[config.mk]
export PLATFORM = sky130hd
export DESIGN_NAME = mv_mult_seq
export DESIGN_NICKNAME = d
export VERILOG_FILES = /design/src/rtl/mv_mult_seq.sv
export SDC_FILE = /design/constraint.sdc
export NUM_CORES = 1
export LEC_CHECK = 0
export ABC_CLOCK_PERIOD_IN_PS = 23800
export CAP_MARGIN = 25
export CORE_ASPECT_RATIO = 0.6
export CORE_UTILIZATION = 60
export DETAILED_ROUTE_END_ITERATION = 6
export GPL_TIMING_DRIVEN = 1
export PLACE_DENSITY = 0.84
export SLEW_MARGIN = 20
export SYNTH_ARGS = -nofsm -noshare
export SYNTH_HDL_FRONTEND = slang
export SYNTH_SLANG_ARGS = --single-unit
[constraint.sdc]
create_clock -name clk -period 23.8 [get_ports clk]
set_clock_uncertainty 0.2 [all_clocks]
set_input_delay 4.76 -clock clk [delete_from_list [all_inputs] [get_ports clk]]
set_output_delay 4.76 -clock clk [all_outputs]
set_load 0.01 [all_outputs]
[src/rtl/mv_mult_seq.sv]
// Sequential matrix-vector multiplier: c = A*b using one shared multiply-accumulate unit,
// one product per clock. Operands are captured on start; c_flat changes only on done.
module mv_mult_seq #(
  parameter int unsigned N      = 3,
  parameter int unsigned DW     = 8,
  parameter bit          SIGNED = 1'b0
) (
  input  logic                             clk,
  input  logic                             rst_n,
  input  logic                             start,
  input  logic [N*N*DW-1:0]                a_flat,
  input  logic [N*DW-1:0]                  b_flat,
  output logic [N*(2*DW+$clog2(N))-1:0]    c_flat,
  output logic                             busy,
  output logic                             done
);

  localparam int unsigned ACC_W = 2 * DW + $clog2(N);
  localparam int unsigned IW    = (N > 1) ? $clog2(N) : 1;

  typedef enum logic [1:0] {StIdle, StRun, StFinish} state_e;

  state_e               r_state;
  state_e               w_state_next;
  logic [N*N*DW-1:0]    r_a;
  logic [N*DW-1:0]      r_b;
  logic [IW-1:0]        r_row;
  logic [IW-1:0]        r_col;
  logic [ACC_W-1:0]     r_acc;
  logic [N*ACC_W-1:0]   r_res;
  logic [N*ACC_W-1:0]   r_c;
  logic                 r_done;

  logic [DW-1:0]        w_a_el;
  logic [DW-1:0]        w_b_el;
  logic [2*DW-1:0]      w_a_ext;
  logic [2*DW-1:0]      w_b_ext;
  logic [2*DW-1:0]      w_prod;
  logic [ACC_W-1:0]     w_prod_ext;
  logic [ACC_W-1:0]     w_sum;
  logic                 w_last_col;
  logic                 w_last_row;

  assign w_a_el     = r_a[(int'(r_row) * N + int'(r_col)) * DW +: DW];
  assign w_b_el     = r_b[int'(r_col) * DW +: DW];
  assign w_last_col = (r_col == IW'(N - 1));
  assign w_last_row = (r_row == IW'(N - 1));

  // The low 2*DW bits of a 2*DW-wide product of extended operands equal the true product.
  if (SIGNED) begin : g_signed
    assign w_a_ext    = (2 * DW)'($signed(w_a_el));
    assign w_b_ext    = (2 * DW)'($signed(w_b_el));
    assign w_prod     = w_a_ext * w_b_ext;
    assign w_prod_ext = ACC_W'($signed(w_prod));
  end else begin : g_unsigned
    assign w_a_ext    = (2 * DW)'(w_a_el);
    assign w_b_ext    = (2 * DW)'(w_b_el);
    assign w_prod     = w_a_ext * w_b_ext;
    assign w_prod_ext = ACC_W'(w_prod);
  end

  assign w_sum = r_acc + w_prod_ext;

  always_ff @(posedge clk or negedge rst_n) begin
    if (!rst_n) begin
      r_state <= StIdle;
    end else begin
      r_state <= w_state_next;
    end
  end

  always_comb begin
    w_state_next = r_state;
    unique case (r_state)
      StIdle:   if (start) w_state_next = StRun;
      StRun:    if (w_last_col && w_last_row) w_state_next = StFinish;
      StFinish: w_state_next = StIdle;
      default:  w_state_next = StIdle;
    endcase
  end

  always_ff @(posedge clk or negedge rst_n) begin
    if (!rst_n) begin
      r_a    <= '0;
      r_b    <= '0;
      r_row  <= '0;
      r_col  <= '0;
      r_acc  <= '0;
      r_res  <= '0;
      r_c    <= '0;
      r_done <= 1'b0;
    end else begin
      r_done <= 1'b0;
      unique case (r_state)
        StIdle: begin
          if (start) begin
            r_a   <= a_flat;
            r_b   <= b_flat;
            r_row <= '0;
            r_col <= '0;
            r_acc <= '0;
          end
        end
        StRun: begin
          if (w_last_col) begin
            r_res[int'(r_row) * ACC_W +: ACC_W] <= w_sum;
            r_acc <= '0;
            r_col <= '0;
            if (!w_last_row) r_row <= r_row + IW'(1);
          end else begin
            r_acc <= w_sum;
            r_col <= r_col + IW'(1);
          end
        end
        StFinish: begin
          r_c    <= r_res;
          r_done <= 1'b1;
        end
        default: ;
      endcase
    end
  end

  // busy stays high through the done cycle even though the FSM is already idle.
  assign busy   = (r_state != StIdle) || r_done;
  assign done   = r_done;
  assign c_flat = r_c;

endmodule

==> flow_summary.yaml <==
synth:
  synth_fa_ha_area_frac: 0.122
  synth.top_cell.area_share: 0.426
  synth_cell_types: 82
  synth_seq_area_share: 0.426
  synth_commonest_cells: "dfrtp_1, mux2_2, inv_1"
  synth_simple_gate_area_share: 0.0983
  synth_xor_xnor_area_share: 0.00642
  synth_compound_area_frac: 0.120
  largest_family_of_logic_cells_by_synthesized_area: "multiplexers"
  ys.warnings.count: 0
  synth.ff_latch_count: 229
  synth-main-ff-cell: "dfrtp_1"
  synth.net_count: 1400
  syn-instance-count: 1201
  synth-async-reset-ratio: 1.00
  average_cell_area_after_synthesis_sq_um: 11.2
  area_leader_netlist: "dfrtp_1"
  synthesis.area_sq_mm: 0.0135
  count_of_flip_flops_with_a_built_in_enable_after_synthesis: 0
  portion_of_netlist_area_occupied_by_mux_cells: 0.174
  ys_top_cells_by_area: "dfrtp_1, mux2_2, fa_1"
  post-synth-top-count-cell: "dfrtp_1"
clocking:
  numClockSinks: 229
  post-cts-setup-buffers: 0
  number_of_buffers_added_by_the_clock_tree_synthesis_step: 22
  cts_tree: "done"
  htreeDepth: 1
  clk_latency_ps: 530
  post_cts_hold_buffer_count: 0
  clock_tree.root_cell: "clkbuf_16"
  ctsResizeCount: 0
  clk_pin_slew_worst_paths_ps: 70
  max-clock-path-buffers: 3
finish:
  nNetsFinal: 1529
  final_design_area_no_fill_sq_mm: 0.0159
  area_overhead_of_the_layout_relative_to_synthesis_pct: 18.4
  share_of_cells_above_drive_strength_1: 0.192
  antenna_cells: 0
  layout.core_utilization: 0.724
  filler_cell_count: 1533
worst_setup_path:
  cp-start-kind: "register"
  cp_data_required_time_ps: 24020
  worst_r2r_startpoint: "r_col[1]"
  regToRegEndpoint: "r_res[10]"
  reg2reg_setup_slack_ps: 14770
  crit_path_max_fanout: 15
  timing.critical_path.arrival_ps: 9250
  critPathLaunch: "r_col[1]"
  timing.setup.critical_path_class: "reg -> reg"
  timing.critical_path.to_type: "register"
  reg2reg_depth: 21
floorplan:
  fp.dieH_um: 118
  num_io_pins: 155
  start_util: 0.611
  floorplan.core_area_sq_mm: 0.0220
  die_area_sq_mm: 0.0230
  die_x_um: 195
  rows: 42
global_route:
  number_of_antenna_violations_at_the_first_check_in_global_routing: 0
  grt_pass1_vias: 10616
  grt_pass1_wl_mm: 60.1
  grt_max_degree: 89
  grt-ovfl-total: 0
  gr-usage-all-layers: 0.338
detailed_routing:
  drt-wirelength-per-cell_um: 22.5
  drc: 0
  firstDrtPassIters: 6
  post_drt_via_cell_ratio: 6.31
  wl_mm: 36.8
  ant_nets: 0
  detail_route.iter0.violations: 1294
  via_count: 10288
min_path:
  hold_path_startpoint: "r_res[28]"
  holdPathEnd: "r_res[28]"
  hold_path_depth: 2
  hold_class: "reg -> reg"
sta:
  timing_hold_violations_final: 0
  relSlewSlack: 0.300
  rsz0062_at_grt: "false"
  worst_slew_pin_slew_ps: 1050
  report.final.setup_viol: 0
  totalNegativeSetupSlack_ps: 0
  report.final.slew_viol_count: 0
  final_period_minus_worst_setup_slack_ps: 9030
  period_share: 0.379
  hold_slack_ps: 291
  achievable-frequency_mhz: 111
placement:
  detailed_place.area_sq_mm: 0.0152
  numPortBuffers: 154
  gpl.final_weighted_congestion: 0.991
  place_hpwl_mm: 27.4
status:
  result_of_the_run: "finished clean"
run:
  maxCapViolations: 0
==> cell families after synthesis <==
group           after synthesis
fa+ha+maj                   100
flops                       229
buf+inv                     179
mux                         194
simple gates                271
xor+xnor                      9
compound gates              219
==> routing by layer <==
metal	global-route usage	wire length (um)
met1	0.515	16600
met2	0.461	14900
met3	0.132	4780
met4	0.0512	501
met5	0	0
==> placed cells by master (no fill, tap or decap), drive strengths merged, types with 5 or more instances in the layout <==
master and instances:
a211oi 7, a21o 8, a21oi 42, a221oi 7, a22o 27, a22oi 7, a31oi 7, a32o 5
and2 8, and3 5, buf 20, clkbuf 29, clkdlybuf4s50 153, clkinv 6, dfrtp 229, fa 52
ha 48, inv 111, mux2 155, mux2i 23, mux4 16, nand2 67, nand2b 29, nand3 16
nor2 86, nor2b 11, nor3 13, o2111ai 6, o211ai 6, o21ai 44, o31ai 9, or2 8
or3 10, xnor2 7
==> state kept, by name, indices dropped and copies added (netlist names) <==
register / count
done: 1
r_state: 2
r_b: 24
r_a: 72
r_res: 54
c_flat: 54
r_acc: 18
r_col: 2
r_row: 2
==> worst max-delay path, stage by stage, from the launching register on <==
cell and delay (ps):
dfrtp_1 760, fa_1 570, ha_1 240, fa_1 690
nor4b_2 800, a21oi_1 430, or2_2 420, fa_1 510
fa_1 540, inv_1 50, fa_1 530, inv_1 50
fa_1 530, inv_1 40, ha_1 440, a21oi_2 280
o211a_1 400, xnor2_1 160, mux2_2 350, mux2i_1 490
o221ai_1 220, o22a_1 220
==> area by class of cell <==
type                    instances  area (sq um)  area share
repair buffers                173          1720       0.108
flip-flops and latches        229          5730       0.360
well taps                     286           358      0.0225
clock buffers                  29           607      0.0381
multi-input cells             793          7020       0.441
clock inverters                10          75.1     0.00471
inverters                     111           417      0.0262
==> worst max-delay path by stage <==
stage                endpoint
detailed placement  r_res[32]
floorplan           r_res[31]
finish              r_res[10]
global placement    r_res[10]
CTS                 r_res[32]
global route        r_res[32]
==> stage by stage <==
stage | std cells | setup WS (ps)
finish | 1631 | 14770
global route | 1631 | 14350
CTS | 1625 | 14930
detailed placement | 1586 | 14990
global placement | 1586 | 15190
floorplan | 1201 | 16280
Power is not shown: default switching activity piles up to over one toggle a cycle in this logic, so the estimate is an artifact.
